**config.mk**
```make
export PLATFORM = sky130hd
export DESIGN_NAME = ifetch_ctrl
export DESIGN_NICKNAME = d
export VERILOG_FILES = /design/src/rtl/ifetch_pkg.sv /design/src/rtl/ifetch_queue.sv /design/src/rtl/ifetch_ctrl.sv
export SDC_FILE = /design/constraint.sdc
export NUM_CORES = 1
export LEC_CHECK = 0
export CAP_MARGIN = 20
export CORE_ASPECT_RATIO = 0.75
export CORE_UTILIZATION = 45
export CTS_BUF_LIST = sky130_fd_sc_hd__clkbuf_8
export DETAILED_ROUTE_END_ITERATION = 10
export PLACE_DENSITY = 0.65
export SYNTH_ARGS = -nofsm -noshare
export SYNTH_HDL_FRONTEND = slang
export SYNTH_SLANG_ARGS = --single-unit
export TNS_END_PERCENT = 100
```
**constraint.sdc**
```tcl
create_clock -name clk -period 13.35 [get_ports clk]
set_input_delay 4.005 -clock clk [delete_from_list [all_inputs] [get_ports clk]]
set_output_delay 4.005 -clock clk [all_outputs]
set_load 0.02 [all_outputs]
```
**src/rtl/ifetch_pkg.sv**
```systemverilog
// Shared types and constants for the instruction-fetch sequencer.
// Latency: n/a. Backpressure: n/a.
package ifetch_pkg;

    localparam int          INSTR_W   = 32;
    localparam logic [31:0] PC_STEP   = 32'd4;
    localparam logic [31:0] NOP_INSTR = 32'h0000_0013;

    typedef enum logic [1:0] {
        FETCH_RUN   = 2'b00,
        FETCH_END   = 2'b01,
        FETCH_FAULT = 2'b10
    } fetch_state_t;

    typedef struct packed {
        logic [31:0]        pc;
        logic [INSTR_W-1:0] instr;
    } fetch_ent_t;

    // Saturating 32-bit add for event counters.
    function automatic logic [31:0] sat_add(input logic [31:0] a, input logic [31:0] b);
        logic [32:0] s;
        s = {1'b0, a} + {1'b0, b};
        return s[32] ? 32'hFFFF_FFFF : s[31:0];
    endfunction

endpackage

```
**src/rtl/ifetch_queue.sv**
```systemverilog
// Prefetch FIFO of {pc, instr}; head is combinational, reads zero when empty.
// Latency: a push is visible at the head the cycle after it is written.
// Backpressure: caller must not push when full without a same-cycle pop; flush dominates push/pop.
module ifetch_queue
    import ifetch_pkg::*;
#(
    parameter int QDEPTH = 4
) (
    input  logic                      clk,
    input  logic                      rst,
    input  logic                      push,
    input  logic [31:0]               push_pc,
    input  logic [INSTR_W-1:0]        push_instr,
    input  logic                      pop,
    input  logic                      flush,
    output logic [$clog2(QDEPTH):0]   count,
    output logic                      empty,
    output logic [31:0]               head_pc,
    output logic [INSTR_W-1:0]        head_instr
);

    localparam int AW = $clog2(QDEPTH);

    fetch_ent_t    mem [QDEPTH];
    logic [AW-1:0] wr_ptr;
    logic [AW-1:0] rd_ptr;

    always_ff @(posedge clk or posedge rst) begin
        if (rst) begin
            wr_ptr <= '0;
            rd_ptr <= '0;
            count  <= '0;
        end else if (flush) begin
            wr_ptr <= '0;
            rd_ptr <= '0;
            count  <= '0;
        end else begin
            if (push) wr_ptr <= wr_ptr + 1'b1;
            if (pop)  rd_ptr <= rd_ptr + 1'b1;
            count <= count + {{AW{1'b0}}, push} - {{AW{1'b0}}, pop};
        end
    end

    // Storage needs no reset: the head is masked while the queue is empty.
    always_ff @(posedge clk) begin
        if (push && !flush) begin
            mem[wr_ptr] <= '{pc: push_pc, instr: push_instr};
        end
    end

    assign empty      = (count == '0);
    assign head_pc    = empty ? 32'd0 : mem[rd_ptr].pc;
    assign head_instr = empty ? '0    : mem[rd_ptr].instr;

endmodule

```
**src/rtl/ifetch_ctrl.sv**
```systemverilog
// Fetch sequencer: owns the PC, fetches from a combinational ROM into a prefetch queue, handles redirects.
// Latency: fetched word appears at dec_* one cycle after fetch; redirect target two cycles after redir_valid.
// Backpressure: dec_ready low fills the queue, then the PC holds. Optional counters under IFETCH_PERF_EN.
module ifetch_ctrl
    import ifetch_pkg::*;
#(
    parameter logic [31:0] RESET_PC  = 32'h0000_0000,
    parameter int          ROM_BYTES = 128,
    parameter int          QDEPTH    = 4
) (
    input  logic               clk,
    input  logic               reset,
    output logic [31:0]        imem_addr,
    input  logic [INSTR_W-1:0] imem_instr,
    input  logic               redir_valid,
    input  logic [31:0]        redir_pc,
    output logic               dec_valid,
    input  logic               dec_ready,
    output logic [INSTR_W-1:0] dec_instr,
    output logic [31:0]        dec_pc,
    output logic [1:0]         fetch_state,
    output logic [31:0]        fault_pc
`ifdef IFETCH_PERF_EN
    ,
    output logic [31:0]        perf_fetched,
    output logic [31:0]        perf_flushed,
    output logic [31:0]        perf_stall
`endif
);

    localparam int CW = $clog2(QDEPTH) + 1;

    fetch_state_t  state, state_nxt;
    logic [31:0]   pc, pc_nxt, fault_pc_nxt;
    logic          push, pop, flush, room, q_empty;
    logic [CW-1:0] q_count;

    // 33-bit compare so a PC near the top of the address space cannot wrap into range.
    function automatic logic fits(input logic [31:0] a);
        return ({1'b0, a} + 33'd4) <= 33'(ROM_BYTES);
    endfunction

    assign imem_addr   = pc;
    assign dec_valid   = !q_empty;
    assign pop         = dec_valid && dec_ready;
    assign room        = (q_count < CW'(QDEPTH)) || pop;
    assign fetch_state = state;

    always_ff @(posedge clk or posedge reset) begin
        if (reset) begin
            state    <= FETCH_RUN;
            pc       <= RESET_PC;
            fault_pc <= 32'd0;
        end else begin
            state    <= state_nxt;
            pc       <= pc_nxt;
            fault_pc <= fault_pc_nxt;
        end
    end

    always_comb begin
        state_nxt    = state;
        pc_nxt       = pc;
        fault_pc_nxt = fault_pc;
        push         = 1'b0;
        flush        = 1'b0;
        if (redir_valid) begin
            flush = 1'b1;
            if (redir_pc[1:0] != 2'b00 || !fits(redir_pc)) begin
                state_nxt    = FETCH_FAULT;
                fault_pc_nxt = redir_pc;
            end else begin
                state_nxt = FETCH_RUN;
                pc_nxt    = redir_pc;
            end
        end else if (state == FETCH_RUN) begin
            if (!fits(pc)) begin
                state_nxt = FETCH_END;
            end else if (room) begin
                push   = 1'b1;
                pc_nxt = pc + PC_STEP;
            end
        end
    end

    ifetch_queue #(.QDEPTH(QDEPTH)) u_queue (
        .clk        (clk),
        .rst        (reset),
        .push       (push),
        .push_pc    (pc),
        .push_instr (imem_instr),
        .pop        (pop),
        .flush      (flush),
        .count      (q_count),
        .empty      (q_empty),
        .head_pc    (dec_pc),
        .head_instr (dec_instr)
    );

`ifdef IFETCH_PERF_EN
    always_ff @(posedge clk or posedge reset) begin
        if (reset) begin
            perf_fetched <= 32'd0;
            perf_flushed <= 32'd0;
            perf_stall   <= 32'd0;
        end else begin
            if (push)
                perf_fetched <= sat_add(perf_fetched, 32'd1);
            if (redir_valid)
                perf_flushed <= sat_add(perf_flushed, 32'(q_count));
            if (!dec_valid && state == FETCH_RUN)
                perf_stall <= sat_add(perf_stall, 32'd1);
        end
    end
`endif

endmodule

```
==> out/results.tsv, run 1 <==
metric	value	unit
outcome	complete, no violations	
Hold Path Stages	1	
PwrDens	151.1	mW/mm^2
Power Total	2.551	mW
drt pass-1 iters	5	
Mapped Area	0.01354	mm^2
worst setup path class	reg -> out	
Sw Pwr	0.7315	mW
layout cell share with drive strength beyond 1	18.28	%
Setup Skew	0.03393	ns
die width	202.3	um
TNS Setup	0	ns
vias in the first global route	7861	
CP Capture Type	primary output	
RSZ-0062 raised after global routing	false	
Core ar.	0.02932	mm^2
worst-path fanout max	43	
Wirelength per Cell	20.56	um
final WL	29.31	mm
Sw Share	28.68	%
internal power	1.819	mW
die area	0.03080	mm^2
Final Util	57.55	%
async set-reset flop share out of synthesis	22.19	%
grt ovf	0	
largest net degree at the start of global routing	74	
chip height	152.2	um
CP Data Arrival Time	3.53	ns
Required @ worst endpoint	9.34	ns
1st-iter DRT viols	385	
Max VDD drop	109.4	uV
Root Buffer	clkbuf_8	
Ys Warns	0	
antenna viol nets, final	0	
CTS max path bufs	3	
max-slew violation count	0	
DP Cell Count	1331	
post-CTS sizing	0	
synthesized area per cell	17.57	um^2
worst-skew pair later-pin latency	0.60	ns
number of synthesized flops with an enable pin	256	
leading area contributor after synthesis	edfxtp_1	
nets@finish	1069	
Starting Density	46.19	%
setup repair bufs after CTS	0	
initial antenna violation count	0	
register share of total power	45.5	%
Mapped Cells	771	
first-pass GRT wire length	45.56	mm
placer's final routability congestion estimate	0.7805	
Startpoint Class	register	
final period utilization	56.44	%
worst min path class	reg -> reg	
synth top area cells	edfxtp_1 57%, dfrtp_1 13%, mux4_2 11%	
CTS Hold Bufs	0	
fin cells	1426	
flops & latches, synth	329	
# DRC	0	
register area share after synthesis	70.24	%
vias per std cell	5.334	
# IOs	199	
minimum clock period	7.534	ns
CTS H-tree lvls	2	
port bufs	198	
Slew headroom	29.40	%
Reg clk slew, reported paths	0.06	ns
f_max	132.7	MHz
Synth top area share	56.76	%
fin area	0.01688	mm^2
Worst-Margin Slew	1.059	ns
P&R area growth vs syn	24.60	%
predominant post-synthesis flop cell	edfxtp_1	
CTS Sinks	329	
Final setup viols	0	
Core Rows	54	
Lkg Pwr	6.102	nW
diodes inserted	0	
hpwl dp	17.79	mm
Yosys cell types	62	
Area after DPL	0.01593	mm^2
TritonCTS clock tree	done	
R2R depth	9	
clock share of power	30.6	%
count leader, synth	edfxtp_1	
GRT Total Usage	19.23	%
Comb pwr share	23.9	%
Post-synth top cells	256 x edfxtp_1, 91 x and2_1, 73 x dfrtp_1	
final hold viol count	0	
CTS Buf Count	50	
max-cap violations	0	
post-synth net total	848	
total number of vias	7606	
[routing by layer]
layer,vias to the layer above,part of all wire [%],GRT usage [%]
met5,-,0,0
met4,0,1.6,5.335
met3,46,5.1,4.021
met2,201,46,29.24
met1,3875,47,28.17
li1,3484,-,-
[power by group through the flow]
| stage | Combinational (mW) | Sequential [mW] | Clock, mW |
|---|---|---|---|
| after CTS | 0.623 | 1.16 | 0.808 |
| after global routing | 0.650 | 1.17 | 0.850 |
| after floorplan | 0.374 | 1.16 | 0 |
| after detailed placement | 0.622 | 1.18 | 0 |
| after global placement | 0.619 | 1.18 | 0 |
| final | 0.610 | 1.16 | 0.780 |
[stage by stage]
step | hold slack [ns] | worst slack [ns]
floorplan | 0.5420 | 6.421
global placement | 0.4898 | 5.777
detailed placement | 0.4960 | 5.689
CTS | 0.5117 | 5.669
global route | 0.5228 | 5.561
finish | 0.5070 | 5.816
[cell families after synthesis]
family / Yosys count / synth area share [%]
compound gates: 52 / 2.845
xor+xnor: 13 / 0.8407
fa+ha+maj: 9 / 0.8869
buf+inv: 54 / 1.589
flops: 329 / 70.24
mux: 101 / 13.67
simple gates: 213 / 9.921
[worst max-delay path, stage by stage (launching register included)]
cell             delay, ns
dfrtp_4               0.75
buf_4                 0.80
mux4_2                0.60
and2_1                0.21
clkdlybuf4s50_1       0.55
[cell type report]
| type | count | area, um^2 |
|---|---|---|
| multi-input cells | 388 | 3826 |
| flip-flops and latches | 329 | 9522 |
| repair buffers | 204 | 2027 |
| clock buffers | 51 | 701.9 |
| well taps | 392 | 490.5 |
| fillers | 2378 | 12450 |
| clock inverters | 43 | 237.7 |
| inverters | 19 | 71.32 |
[placed cells by master, fill, tap and decap left out, types with 7 or more instances in the layout]
cell,n
dfrtp_1,71
xnor2_1,8
or3_1,8
nand4_1,12
and2_1,87
nor2_1,20
clkdlybuf4s50_1,198
clkinv_2,11
o21ai_0,8
mux4_2,64
and3_1,7
clkinv_1,10
edfxtp_1,256
inv_1,36
ha_1,8
mux2_2,32
nor3_1,16
nand2_1,15
clkbuf_8,51
[registers in the layout, indices dropped and copies added, names as in the netlist]
name	count
u_queue.count	3
u_queue.wr_ptr	2
fetch_state	2
u_queue.rd_ptr	2
imem_addr	32
u_queue.mem	256
fault_pc	32
[final timing paths]
check,slack (ns),start,to
max,5.82,u_queue.rd_ptr[0],dec_instr[2]
min,0.51,fault_pc[23],fault_pc[23]
max reg2reg,9.04,imem_addr[2],u_queue.mem[3][55]
min reg2reg,0.51,fault_pc[23],fault_pc[23]
max in group asynchronous,8.63,reset,u_queue.rd_ptr[0]
min in group asynchronous,4.01,reset,fault_pc[5]
No activity file was read; power rests on OpenSTA's default activity.
==> run 2: changes to the inputs <==
--- a/config.mk
+++ b/config.mk
@@ -10,7 +10,7 @@
 export CORE_UTILIZATION = 45
 export CTS_BUF_LIST = sky130_fd_sc_hd__clkbuf_8
 export DETAILED_ROUTE_END_ITERATION = 10
-export PLACE_DENSITY = 0.65
+export PLACE_DENSITY = 0.68
 export SYNTH_ARGS = -nofsm -noshare
 export SYNTH_HDL_FRONTEND = slang
 export SYNTH_SLANG_ARGS = --single-unit
==> constraint.sdc (replaced) <==
create_clock -name clk -period 6.2 [get_ports clk]
set_input_delay 1.86 -clock clk [delete_from_list [all_inputs] [get_ports clk]]
set_output_delay 1.86 -clock clk [all_outputs]
set_load 0.02 [all_outputs]
==> run 2 against run 1 <==
  * Sequential cell count unchanged
  * Total power increased by 120%
  * Register-to-register slack got worse by 6.8 ns
  * Clock skew is 0.022 ns lower
  * Sequential power is 120% higher
  * Core utilization increased by 0.35 points
  * Global-route usage increased by 0.62 points
  * Clock power grew 130%
  * Setup slack worse by 4.7 ns
==> out/results.tsv, run 2 (synthesis results as in run 1) <==
metric	value	unit	change
CTS H-tree lvls	2		unchanged
nets@finish	1074		was 1,069
minimum clock period	5.081	ns	
final WL	29.74	mm	was 29.31 mm
Critical path buffers and inverters	2		unchanged
initial antenna violation count	0		unchanged
max-slew violation count	0		unchanged
max reg flops	256		unchanged
final hold viol count	0		unchanged
TritonCTS clock tree	done		unchanged
leading cell type in the layout, fill and taps excluded	edfxtp_1		unchanged
hold wc startpoint	fault_pc[3]		was fault_pc[23]
layout cell share with drive strength beyond 1	18.86	%	was 18.28%
hpwl dp	17.81	mm	was 17.79 mm
# IOs	199		unchanged
antenna viol nets, final	0		unchanged
register share of total power	45.1	%	was 45.5%
max-cap violations	0		unchanged
Reg clk slew, reported paths	0.07	ns	was 0.06 ns
CP top delay family	flip-flops		was buffers and inverters
fin cells	1431		was 1,426
Starting Density	46.19	%	unchanged
CTS Hold Bufs	0		unchanged
critical path startpoint	u_queue.rd_ptr[0]		unchanged
worst min path class	reg -> reg		unchanged
f_max	196.8	MHz	
Reg2Reg Launch Point	imem_addr[2]		unchanged
CTS Sinks	329		unchanged
met2 Use GR	30.01	%	was 29.24%
placer's final routability congestion estimate	0.8092		was 0.7805
grt ovf	0		unchanged
CTS max path bufs	3		unchanged
internal power	4.009	mW	was 1.819 mW
die area	0.03080	mm^2	unchanged
outcome	complete, no violations		unchanged
P&R area growth vs syn	25.37	%	was 24.60%
port bufs	198		unchanged
slowest cell on the critical path	dfrtp_4		was buf_4
drt pass-1 iters	5		unchanged
Wirelength per Cell	20.78	um	was 20.56 um
worst-skew pair later-pin latency	0.57	ns	was 0.60 ns
Required @ worst endpoint	4.34	ns	was 9.34 ns
largest net degree at the start of global routing	67		was 74
chip height	152.2	um	unchanged
Startpoint Class	register		unchanged
Sw Share	28.48	%	was 28.68%
Worst-Margin Slew	1.033	ns	was 1.059 ns
met1 GRT Util	29.33	%	was 28.17%
Max VDD drop	206.5	uV	was 109.4 uV
clock share of power	31.6	%	was 30.6%
Top reg by flops	u_queue.mem		unchanged
total number of vias	7721		was 7,606
vias in the first global route	8124		was 7,861
TNS Setup	0	ns	unchanged
PwrDens	330.1	mW/mm^2	was 151.1 mW/mm^2
CP cell instances	buf_4, mux4_2, and2_1, clkdlybuf4s50_1		unchanged
CP Capture Type	primary output		unchanged
vias per std cell	5.396		was 5.334
Power Total	5.606	mW	was 2.551 mW
Final setup viols	0		unchanged
Core ar.	0.02932	mm^2	unchanged
Root Buffer	clkbuf_8		unchanged
Sw Pwr	1.596	mW	was 0.7315 mW
diodes inserted	0		unchanged
worst setup path class	reg -> out		unchanged
Core Rows	54		unchanged
RSZ-0062 raised after global routing	false		unchanged
# DRC	0		unchanged
met3 track demand over resource	4.170	%	was 4.021%
worst-path fanout max	39		was 43
Setup Skew	0.01150	ns	was 0.03393 ns
CP Data Arrival Time	3.22	ns	was 3.53 ns
setup repair bufs after CTS	0		unchanged
Comb pwr share	23.3	%	was 23.9%
GRT Total Usage	19.85	%	was 19.23%
CTS Buf Count	51		was 50
post-CTS sizing	0		unchanged
final period utilization	81.95	%	
FILL cells	2291		was 2,378
Slew headroom	31.15	%	was 29.40%
Lkg Pwr	6.136	nW	was 6.102 nW
1st-iter DRT viols	505		was 385
DP Cell Count	1335		was 1,331
Final Util	57.91	%	was 57.55%
hold_ws	0.5091	ns	was 0.5070 ns
first-pass GRT wire length	47.45	mm	was 45.56 mm
most used cells in the layout excluding fill and tap cells	256 x edfxtp_1, 198 x clkdlybuf4s50_1, 87 x and2_1		unchanged
CP peak stage delay	0.97	ns	was 0.80 ns
die width	202.3	um	unchanged
GR peak layer	met2		unchanged
## run 2: changes by cell type in the layout (fill, tap and decap cells not counted), sizes merged
cell    before  now
buf          6   10
clkinv      21   23
inv         39   31
clkbuf      51   58
## run 2: stage by stage
stage	area [um^2]	setup WS [ns]
after floorplan	13540	1.416
after global placement	15960	1.118
after detailed placement	15960	1.064
after CTS	16960	1.002
after global routing	16980	0.9005
final	16980	1.119
## run 2: path summary, 6_finish.rpt
check | cells past startpoint | endpoint | slack [ns]
setup / recovery | 4 | dec_instr[17] | 1.12
max in group asynchronous | 3 | fault_pc[23] | 4.13
hold / removal | 1 | fault_pc[3] | 0.51
setup reg to reg | 9 | u_queue.mem[1][60] | 2.21
min in group asynchronous | 2 | fault_pc[2] | 1.49
hold reg to reg | 1 | fault_pc[3] | 0.51
## run 2: worst register-to-register path: stages, from the launching register on
cell and delay, ns:
dfrtp_1 0.57, ha_1 0.36, and3_1 0.32, a2111oi_0 0.45
o211ai_1 0.16, a211oi_1 0.32, nand4b_1 0.18, nor2_1 0.12
buf_4 0.23, and2_4 0.87
## run 2: metal layers
layer  up-vias  wire (um)  part of all wire [%]
li1       3501          -                     -
met1      3948      13990                    47
met2       227      13510                    45
met3        45       1697                   5.7
met4         0        545                   1.8
met5         -          0                     0
## run 2: power groups by stage
stage | Combinational (mW) | Clock [mW] | Sequential [mW]
2_1_floorplan | 0.805 | 0 | 2.49
3_3_place_gp | 1.32 | 0 | 2.58
3_5_place_dp | 1.32 | 0 | 2.58
4_1_cts | 1.33 | 1.82 | 2.53
5_1_grt | 1.40 | 1.91 | 2.55
6_report | 1.31 | 1.77 | 2.53
## run 2: layout make-up
| type | instances | area, um^2 | area share, % |
|---|---|---|---|
| flip-flops and latches | 329 | 9522 | 56.08 |
| multi-input cells | 388 | 3826 | 22.53 |
| repair buffers | 208 | 2069 | 12.19 |
| clock buffers | 58 | 798.3 | 4.701 |
| well taps | 392 | 490.5 | 2.889 |
| clock inverters | 37 | 202.7 | 1.194 |
| inverters | 19 | 71.32 | 0.4200 |
